--- src/rtl/fix2float_seq_ctrl.sv ---
// fix2float_seq_ctrl: multi-cycle signed Q1.(IN_W-1) fraction to IEEE-754 single converter.
// One 4-bit leading-zero detector is reused across the magnitude, one nibble per cycle,
// starting at the most significant nibble.
// Optional macro FIX2FLOAT_RND_EN: round-to-nearest-even with one extra RND cycle;
// when undefined the mantissa is truncated.

// lzd_4bit: leading-zero count of a nibble plus an all-zero flag.
module lzd_4bit (
   input  logic [3:0] nibble,
   output logic [1:0] lzd,
   output logic       all_zero
);

   // Priority-encode the first set bit counting from the MSB.
   always_comb begin
      lzd      = 2'd0;
      all_zero = 1'b0;
      casez (nibble)
         4'b1???: lzd = 2'd0;
         4'b01??: lzd = 2'd1;
         4'b001?: lzd = 2'd2;
         4'b0001: lzd = 2'd3;
         default: all_zero = 1'b1;
      endcase
   end

endmodule

module fix2float_seq_ctrl #(
   parameter int IN_W = 32
) (
   input  logic            clk,
   input  logic            rst,
   input  logic            in_valid,
   output logic            in_ready,
   input  logic [IN_W-1:0] in_data,
   output logic            out_valid,
   input  logic            out_ready,
   output logic [31:0]     out_data,
   output logic            busy
);

   localparam int NIBBLES = IN_W / 4;
   localparam int K_W     = (NIBBLES > 1) ? $clog2(NIBBLES) : 1;
   localparam int LZ_W    = K_W + 2;
   localparam logic [K_W-1:0] K_LAST = K_W'(NIBBLES - 1);

   typedef enum logic [2:0] {
      IDLE,
      ABS,
      SCAN,
      NORM,
`ifdef FIX2FLOAT_RND_EN
      RND,
`endif
      DONE
   } state_t;

   state_t            state;
   state_t            state_nxt;
   logic              sign_q;
   logic [IN_W-1:0]   raw_q;
   logic [IN_W-1:0]   mag_q;
   logic [K_W-1:0]    k_q;
   logic [LZ_W-1:0]   lz_q;
   logic              zero_q;
   logic [IN_W-1:0]   nibble_vec;
   logic [1:0]        lzd;
   logic              all_zero;
   logic [IN_W-2:0]   norm_frac;
   logic [7:0]        exp_v;
   logic [22:0]       mant_v;

   // The nibble under inspection is brought to the top by shifting 4*k.
   assign nibble_vec = mag_q << {k_q, 2'b00};

   lzd_4bit u_lzd (
      .nibble   (nibble_vec[IN_W-1 -: 4]),
      .lzd      (lzd),
      .all_zero (all_zero)
   );

   // After normalisation the leading one is implicit, so only the bits below it are kept.
   assign norm_frac = (IN_W-1)'(mag_q << lz_q);
   assign exp_v     = 8'd127 - 8'(lz_q);

`ifdef FIX2FLOAT_RND_EN
   logic [IN_W+21:0] frac_ext;
   logic             guard_v;
   logic             sticky_v;
   logic             guard_q;
   logic             sticky_q;

   assign frac_ext = {norm_frac, 23'b0};
   assign mant_v   = frac_ext[IN_W+21 -: 23];
   assign guard_v  = frac_ext[IN_W-2];
   assign sticky_v = |frac_ext[IN_W-3:0];
`else
   assign mant_v = 23'({norm_frac, 23'b0} >> (IN_W - 1));
`endif

   assign in_ready  = (state == IDLE) && !rst;
   assign busy      = (state != IDLE);
   assign out_valid = (state == DONE);

   // State register with synchronous reset.
   always_ff @(posedge clk) begin
      if (rst) state <= IDLE;
      else     state <= state_nxt;
   end

   // Next-state decode; SCAN leaves on the first nonzero nibble or after the last one.
   always_comb begin
      state_nxt = state;
      case (state)
         IDLE: if (in_valid) state_nxt = ABS;
         ABS:  state_nxt = SCAN;
         SCAN: if (!all_zero || (k_q == K_LAST)) state_nxt = NORM;
`ifdef FIX2FLOAT_RND_EN
         NORM: state_nxt = RND;
         RND:  state_nxt = DONE;
`else
         NORM: state_nxt = DONE;
`endif
         DONE: if (out_ready) state_nxt = IDLE;
         default: state_nxt = IDLE;
      endcase
   end

   // Datapath registers; out_data only changes in NORM/RND so it holds through DONE.
   always_ff @(posedge clk) begin
      if (rst) begin
         sign_q   <= 1'b0;
         raw_q    <= '0;
         mag_q    <= '0;
         k_q      <= '0;
         lz_q     <= '0;
         zero_q   <= 1'b0;
         out_data <= 32'h0;
`ifdef FIX2FLOAT_RND_EN
         guard_q  <= 1'b0;
         sticky_q <= 1'b0;
`endif
      end else begin
         case (state)
            IDLE: begin
               if (in_valid) begin
                  sign_q <= in_data[IN_W-1];
                  raw_q  <= in_data;
               end
            end
            ABS: begin
               mag_q  <= sign_q ? -raw_q : raw_q;
               k_q    <= '0;
               lz_q   <= '0;
               zero_q <= 1'b0;
            end
            SCAN: begin
               if (!all_zero)          lz_q   <= {k_q, lzd};
               else if (k_q == K_LAST) zero_q <= 1'b1;
               else                    k_q    <= k_q + K_W'(1);
            end
            NORM: begin
               if (zero_q) out_data <= 32'h0;
               else        out_data <= {sign_q, exp_v, mant_v};
`ifdef FIX2FLOAT_RND_EN
               guard_q  <= guard_v & !zero_q;
               sticky_q <= sticky_v;
`endif
            end
`ifdef FIX2FLOAT_RND_EN
            RND: begin
               if (guard_q && (sticky_q || out_data[0])) begin
                  if (&out_data[22:0]) begin
                     out_data[22:0]  <= 23'h0;
                     out_data[30:23] <= out_data[30:23] + 8'd1;
                  end else begin
                     out_data[22:0]  <= out_data[22:0] + 23'd1;
                  end
               end
            end
`endif
            default: ;
         endcase
      end
   end

endmodule

--- config.mk ---
export PLATFORM = sky130hd
export DESIGN_NAME = fix2float_seq_ctrl
export DESIGN_NICKNAME = d
export VERILOG_FILES = /design/src/rtl/fix2float_seq_ctrl.sv
export SDC_FILE = /design/constraint.sdc
export NUM_CORES = 1
export LEC_CHECK = 0
export CORE_MARGIN = 2
export CORE_UTILIZATION = 34
export DETAILED_ROUTE_END_ITERATION = 6
export PLACE_DENSITY_LB_ADDON = 0.3
export SYNTH_ARGS = -nofsm -noshare
export SYNTH_HDL_FRONTEND = slang
export SYNTH_SLANG_ARGS = --single-unit
--- constraint.sdc ---
create_clock -name clk -period 2.6 [get_ports clk]
set_input_delay 0.52 -clock clk [delete_from_list [all_inputs] [get_ports clk]]
set_output_delay 0.52 -clock clk [all_outputs]
set_load 0.005 [all_outputs]
After elaboration in Yosys (flattened, before gate mapping)
Cells that the tools add are included.
Widths: inputs -> output; s select.
Storage, ports and cells
  bits in latches: 0
  output and inout port bits: 35
  RAM bits: 0
  bits in read-only memories: 0
  memories: 0
  register bits after elaboration: 109
Operators by class
  shift operators: 2
  $add $sub $neg: 3
  reduce and logical (&&, ||, !) cells: 12
  order comparisons: 0
  eq/ne operators: 15
  muxes and demuxes: 15
  divide/modulo/power cells: 0
  multiply operators: 0
  bitwise logic cells: 0
Operator list (count)
  $mux 32: 2
  $neg 32->32: 1
  $shl 32x5->31: 1
  $shl 32x5->32: 1
  $mux 3: 5
  $pmux 3 s5: 1
  $ne 2x2->1 const B: 6
  $pmux 5 s2: 1
  $reduce_and 3->1: 3
  $sub 7x5->8 const A: 1
  $eq 3x1->1 const B: 2
  $eq 3x2->1 const B: 2
  $eq 3x3->1 const B: 2
  $pmux 2 s3: 1
  $pmux 3 s2: 1
  $mux 5: 1
  $eq 4x1->1 const B: 1
  $reduce_and 2->1: 2
  $reduce_or 4->1: 1
  $add 3x1->3 const B: 1
  $logic_not 3->1: 1
  $reduce_bool 3->1: 1
  $eq 2x1->1 const B: 1
  $mux 1: 2
  other kinds (6): 6

Logic depth before layout (Yosys ltp)
Gate-level depths: netlist (run 1).
  depth after elaboration: 6
  mapped depth: 9

Hierarchy
From an unflattened synthesis (run 1), not the netlist that was laid out.
Unflattened totals
  cells, all modules: 725
  area total of the unflattened synthesis: 6353.6 um2
By module, submodules not included
  fix2float_seq_ctrl: instances 1, cells each 719, area each 6313.6 um2
  lzd_4bit: instances 1, cells each 6, area each 40.0 um2

Least setup slack after synthesis (run 1)
No wires, ideal clock.
  path kind: reg2reg
  start point: register raw_q[17]
  end point: register mag_q[29]
  cell stages (with the launch flop): 7
  data required time: 2.514 ns
  slack: 0.361 ns
  data arrival time: 2.153 ns
  period minus slack after synthesis: 2.239 ns
  path buffers: 0
  setup time: 0.086 ns
  cells stage by stage: dfxtp_1 > or4_1 > or2_4 > or3_4 > o31a_2 > xnor2_1 > a211oi_1
On the way
  word-level cells in the longest chain between the ends: 2
RTL lines
  start, declared: line 62  | logic [IN_W-1:0] raw_q;
  start signal, assigned: line 149  | raw_q <= in_data;
  $neg 32->32: line 153  | mag_q <= sign_q ? -raw_q : raw_q;
  $mux 32: line 153
  end signal, assigned: line 153
  end, declared: line 63  | logic [IN_W-1:0] mag_q;
No other way between the ends.
A chain may end at the register's enable or synchronous reset.

Worst setup path in the final report (run 1)
  start point: register k_q[1]
  end point: register k_q[2]
On the way
  word-level cells in the longest chain between the ends: 5
RTL lines
  start, declared: line 64  | logic [K_W-1:0] k_q;
  start signal, assigned: line 161  | else k_q <= k_q + K_W'(1);
  $shl 32x5->32: line 75  | assign nibble_vec = mag_q << {k_q, 2'b00};
  $eq 4x1->1, or another cell as far along: line 18  | casez (nibble)
  $reduce_or 4->1 (no source line)
  $ne 2x2->1 (no source line)
  $reduce_and 3->1 (no source line)
Several ways; a longest one is shown, not always the timed one. The select of a mux whose other input is x is not followed.

==> results.json, run 1 <==
{
  "slew-limit-headroom_pct": 38.9,
  "reg2regPathDepth": 6,
  "io_buffers": 69,
  "num_antenna_cells": 0,
  "area_growth_syn_to_layout_pct": 20.3,
  "pre_cts_slack_ns": 0.162,
  "nets": 853,
  "r2r_slack_ns": 0.20,
  "slew_violations": 0,
  "rsz0062_at_grt": "no",
  "post_cts_buffers": 0,
  "syn_avg_cell_area_um2": 8.21,
  "drt-initial-drc-count": 343,
  "grt_usage_pct": 17.0,
  "grt-ovfl-total": 0,
  "highest_layer": "met4",
  "cts_tree": "done",
  "cp_data_required_time_ns": 2.85,
  "critPathLaunchType": "flop",
  "cts.htree.levels": 3,
  "hold_viol_final": 0,
  "grt_start_max_net_pins": 73,
  "final_common_cell": "nand2_1",
  "synth_seq_cells": 106,
  "finalClockSkew_ns": 0.00610,
  "status": "finished, final reports clean",
  "rr_startpoint": "k_q[1]$_SDFFE_PP0P_",
  "arrival_ns": 2.65,
  "wl_met3_um": 758,
  "powerDensity_nw_per_um2": 563,
  "drv_cap": 0,
  "p_leak_nw": 2.58,
  "tightest_slew_ns": 0.908,
  "drt_wl_total_um": 16500,
  "yosys_most_used_dff": "dfxtp_1",
  "die_h_um": 140,
  "clockRootBuffer": "clkbuf_16",
  "final_cell_mix": "118 x nand2_1, 104 x dfxtp_1, 75 x nor2_1",
  "finalWeightedCongestion": 0.898,
  "irDropWorstVdd_mv": 0.429,
  "min_path_type": "reg -> reg",
  "crit_path_end": "k_q[2]$_SDFFE_PP0P_",
  "r2r_end": "k_q[2]$_SDFFE_PP0P_",
  "dr.pass1.iters": 6,
  "syn-cell-area_um2": 6280,
  "crit_start": "k_q[1]$_SDFFE_PP0P_",
  "synth-async-reset-ratio_pct": 0,
  "setup_viol": 0,
  "ios": 71,
  "met2_length_um": 7190,
  "wl_met1_um": 8170,
  "hold_buffers": 0,
  "drc_errors": 0,
  "cts_max_path_buffers": 2,
  "fin_crit_sh_pct": 92.4,
  "via_per_inst": 5.31,
  "rows": 49,
  "die-area_um2": 19600,
  "cts.sinks": 106,
  "grt_pass1_wl_um": 27200,
  "cp-end-kind": "flop",
  "synthCells": 765,
  "setup_ws_ns": 0.197,
  "finalSetupTns_ns": 0,
  "post-route-util_pct": 41.9,
  "core_um2": 18000,
  "total_power_mw": 4.25,
  "synth_fp_nets": 804,
  "hpwl_um": 12300,
  "floorplan.initialDensity_pct": 34.8,
  "synth_warnings": 0,
  "crit_type": "reg -> reg",
  "crit_fanout": 11,
  "num_vias": 5561,
  "seq_area_frac_synth_pct": 33.8,
  "period_minus_slack_ns": 2.40,
  "insertion_delay_ns": 0.35,
  "antenna_found_initial": 0,
  "clk_pin_slew_ns": 0.07,
  "routedWlPerCell_um": 15.8,
  "numCtsBuffers": 9,
  "max_clock_freq_mhz": 416,
  "first_global_vias": 5057,
  "ant_nets": 0,
  "synth-edff-count": 0,
  "final_layout_size_suffix_gt1_share_pct": 11.6,
  "fp.dieW_um": 140,
  "yosysUniqueCellTypes": 64
}
==> worst max-delay path, cell delays in order (launching register included) <==
cell     delay (ns)
dfxtp_1        0.58
mux4_2         0.55
mux2i_1        0.22
o21a_1         0.19
o21ai_2        0.12
or2_2          0.35
o41ai_1        0.29
==> stage by stage <==
stage | std cells | cell area, um^2 | hold slack (ns)
finish | 1048 | 7550 | 0.455
global route | 1048 | 7550 | 0.477
CTS | 1048 | 7550 | 0.465
detailed placement | 1032 | 7250 | 0.450
global placement | 1032 | 7250 | 0.436
floorplan | 765 | 6280 | 0.429
==> synthesized netlist by cell type (3+ instances only) <==
cell type | count | area share, %
dfxtp_1 | 106 | 34
mux2_2 | 16 | 2.9
o22ai_1 | 9 | 0.90
xor2_1 | 21 | 2.9
nor3_1 | 18 | 1.4
inv_1 | 12 | 0.72
nand3b_1 | 5 | 0.60
a32oi_1 | 4 | 0.56
nor2b_1 | 4 | 0.40
clkbuf_1 | 45 | 2.7
a22o_1 | 6 | 0.84
xnor2_1 | 7 | 0.98
nor3b_1 | 8 | 0.96
or2_2 | 4 | 0.40
nand3_1 | 6 | 0.48
or4_1 | 3 | 0.36
nor2_1 | 76 | 4.5
mux2i_1 | 51 | 8.1
mux4_2 | 15 | 5.4
or3_1 | 5 | 0.50
a211oi_1 | 32 | 3.8
buf_2 | 9 | 0.72
buf_1 | 4 | 0.24
a21oi_1 | 66 | 5.3
nand2b_1 | 8 | 0.80
ha_1 | 3 | 0.60
o21ai_0 | 32 | 2.6
a2111oi_0 | 3 | 0.42
o41ai_1 | 12 | 1.7
nand2_1 | 118 | 7.1
o31ai_1 | 9 | 1.1
a22oi_1 | 7 | 0.84
==> sequential cells by signal, summed over array words and instances (netlist names) <==
register,cells
state,3
lz_q,5
raw_q,31
zero_q,1
out_data,30
mag_q,32
sign_q,1
k_q,3
==> worst min path at each step <==
| stage | cells past startpoint | to | slack (ns) | start |
|---|---|---|---|---|
| finish | 2 | out_data[1]$_SDFFE_PP0P_ | 0.45 | out_data[1]$_SDFFE_PP0P_ |
| global route | 2 | out_data[1]$_SDFFE_PP0P_ | 0.48 | out_data[1]$_SDFFE_PP0P_ |
| CTS | 2 | out_data[1]$_SDFFE_PP0P_ | 0.47 | out_data[1]$_SDFFE_PP0P_ |
| detailed placement | 2 | out_data[7]$_SDFFE_PP0P_ | 0.45 | out_data[7]$_SDFFE_PP0P_ |
| global placement | 2 | out_data[1]$_SDFFE_PP0P_ | 0.44 | out_data[1]$_SDFFE_PP0P_ |
| floorplan | 2 | mag_q[31]$_SDFFE_PP0P_ | 0.43 | mag_q[31]$_SDFFE_PP0P_ |
==> layer usage <==
layer	vias to the layer above	GRT usage (%)
li1	2874	-
met1	2499	24.5
met2	156	25.5
met3	32	3.11
met4	0	6.42
met5	-	0
==> kinds of logic (layout without fill, tap and decap cells) <==
kind of cell,after synthesis,count (layout),share of synthesized area [%]
buffers and inverters,74,128,4.74
other,1,1,0.0597
xor gates and xnor gates,28,28,3.91
and+or+nand+nor,270,270,19.8
AOI/OAI and AO/OA,201,201,20.7
DFF,106,106,33.8
adders and majority gates,3,3,0.598
muxes,82,82,16.4
==> where the power goes <==
group          switching (mW)  internal, mW
logic                   0.558         0.445
registers               0.149          1.73
clock network           0.623         0.743
==> repair_timing <==
action                                  in CTS  in global routing
resized for setup                            0                  1
endpoints found under the hold margin        0                  0
endpoints found under the setup margin       0                  2
==> cell type report <==
type                    count  area [um^2]
inverters                  13         48.8
fillers                  1887        10500
flip-flops and latches    106         2120
clock buffers              13          270
multi-input cells         585         3870
repair buffers             99          926
well taps                 229          287
clock inverters             3         28.8
No activity file was read; power rests on OpenSTA's default activity.
==> inputs of run 2 (changes only) <==
--- a/config.mk
+++ b/config.mk
@@ -5,6 +5,7 @@
 export SDC_FILE = /design/constraint.sdc
 export NUM_CORES = 1
 export LEC_CHECK = 0
+export ABC_CLOCK_PERIOD_IN_PS = 2600
 export CORE_MARGIN = 2
 export CORE_UTILIZATION = 34
 export DETAILED_ROUTE_END_ITERATION = 6
==> results of run 2 <==
Final layout, timing and power as in run 1 (identical DEF).
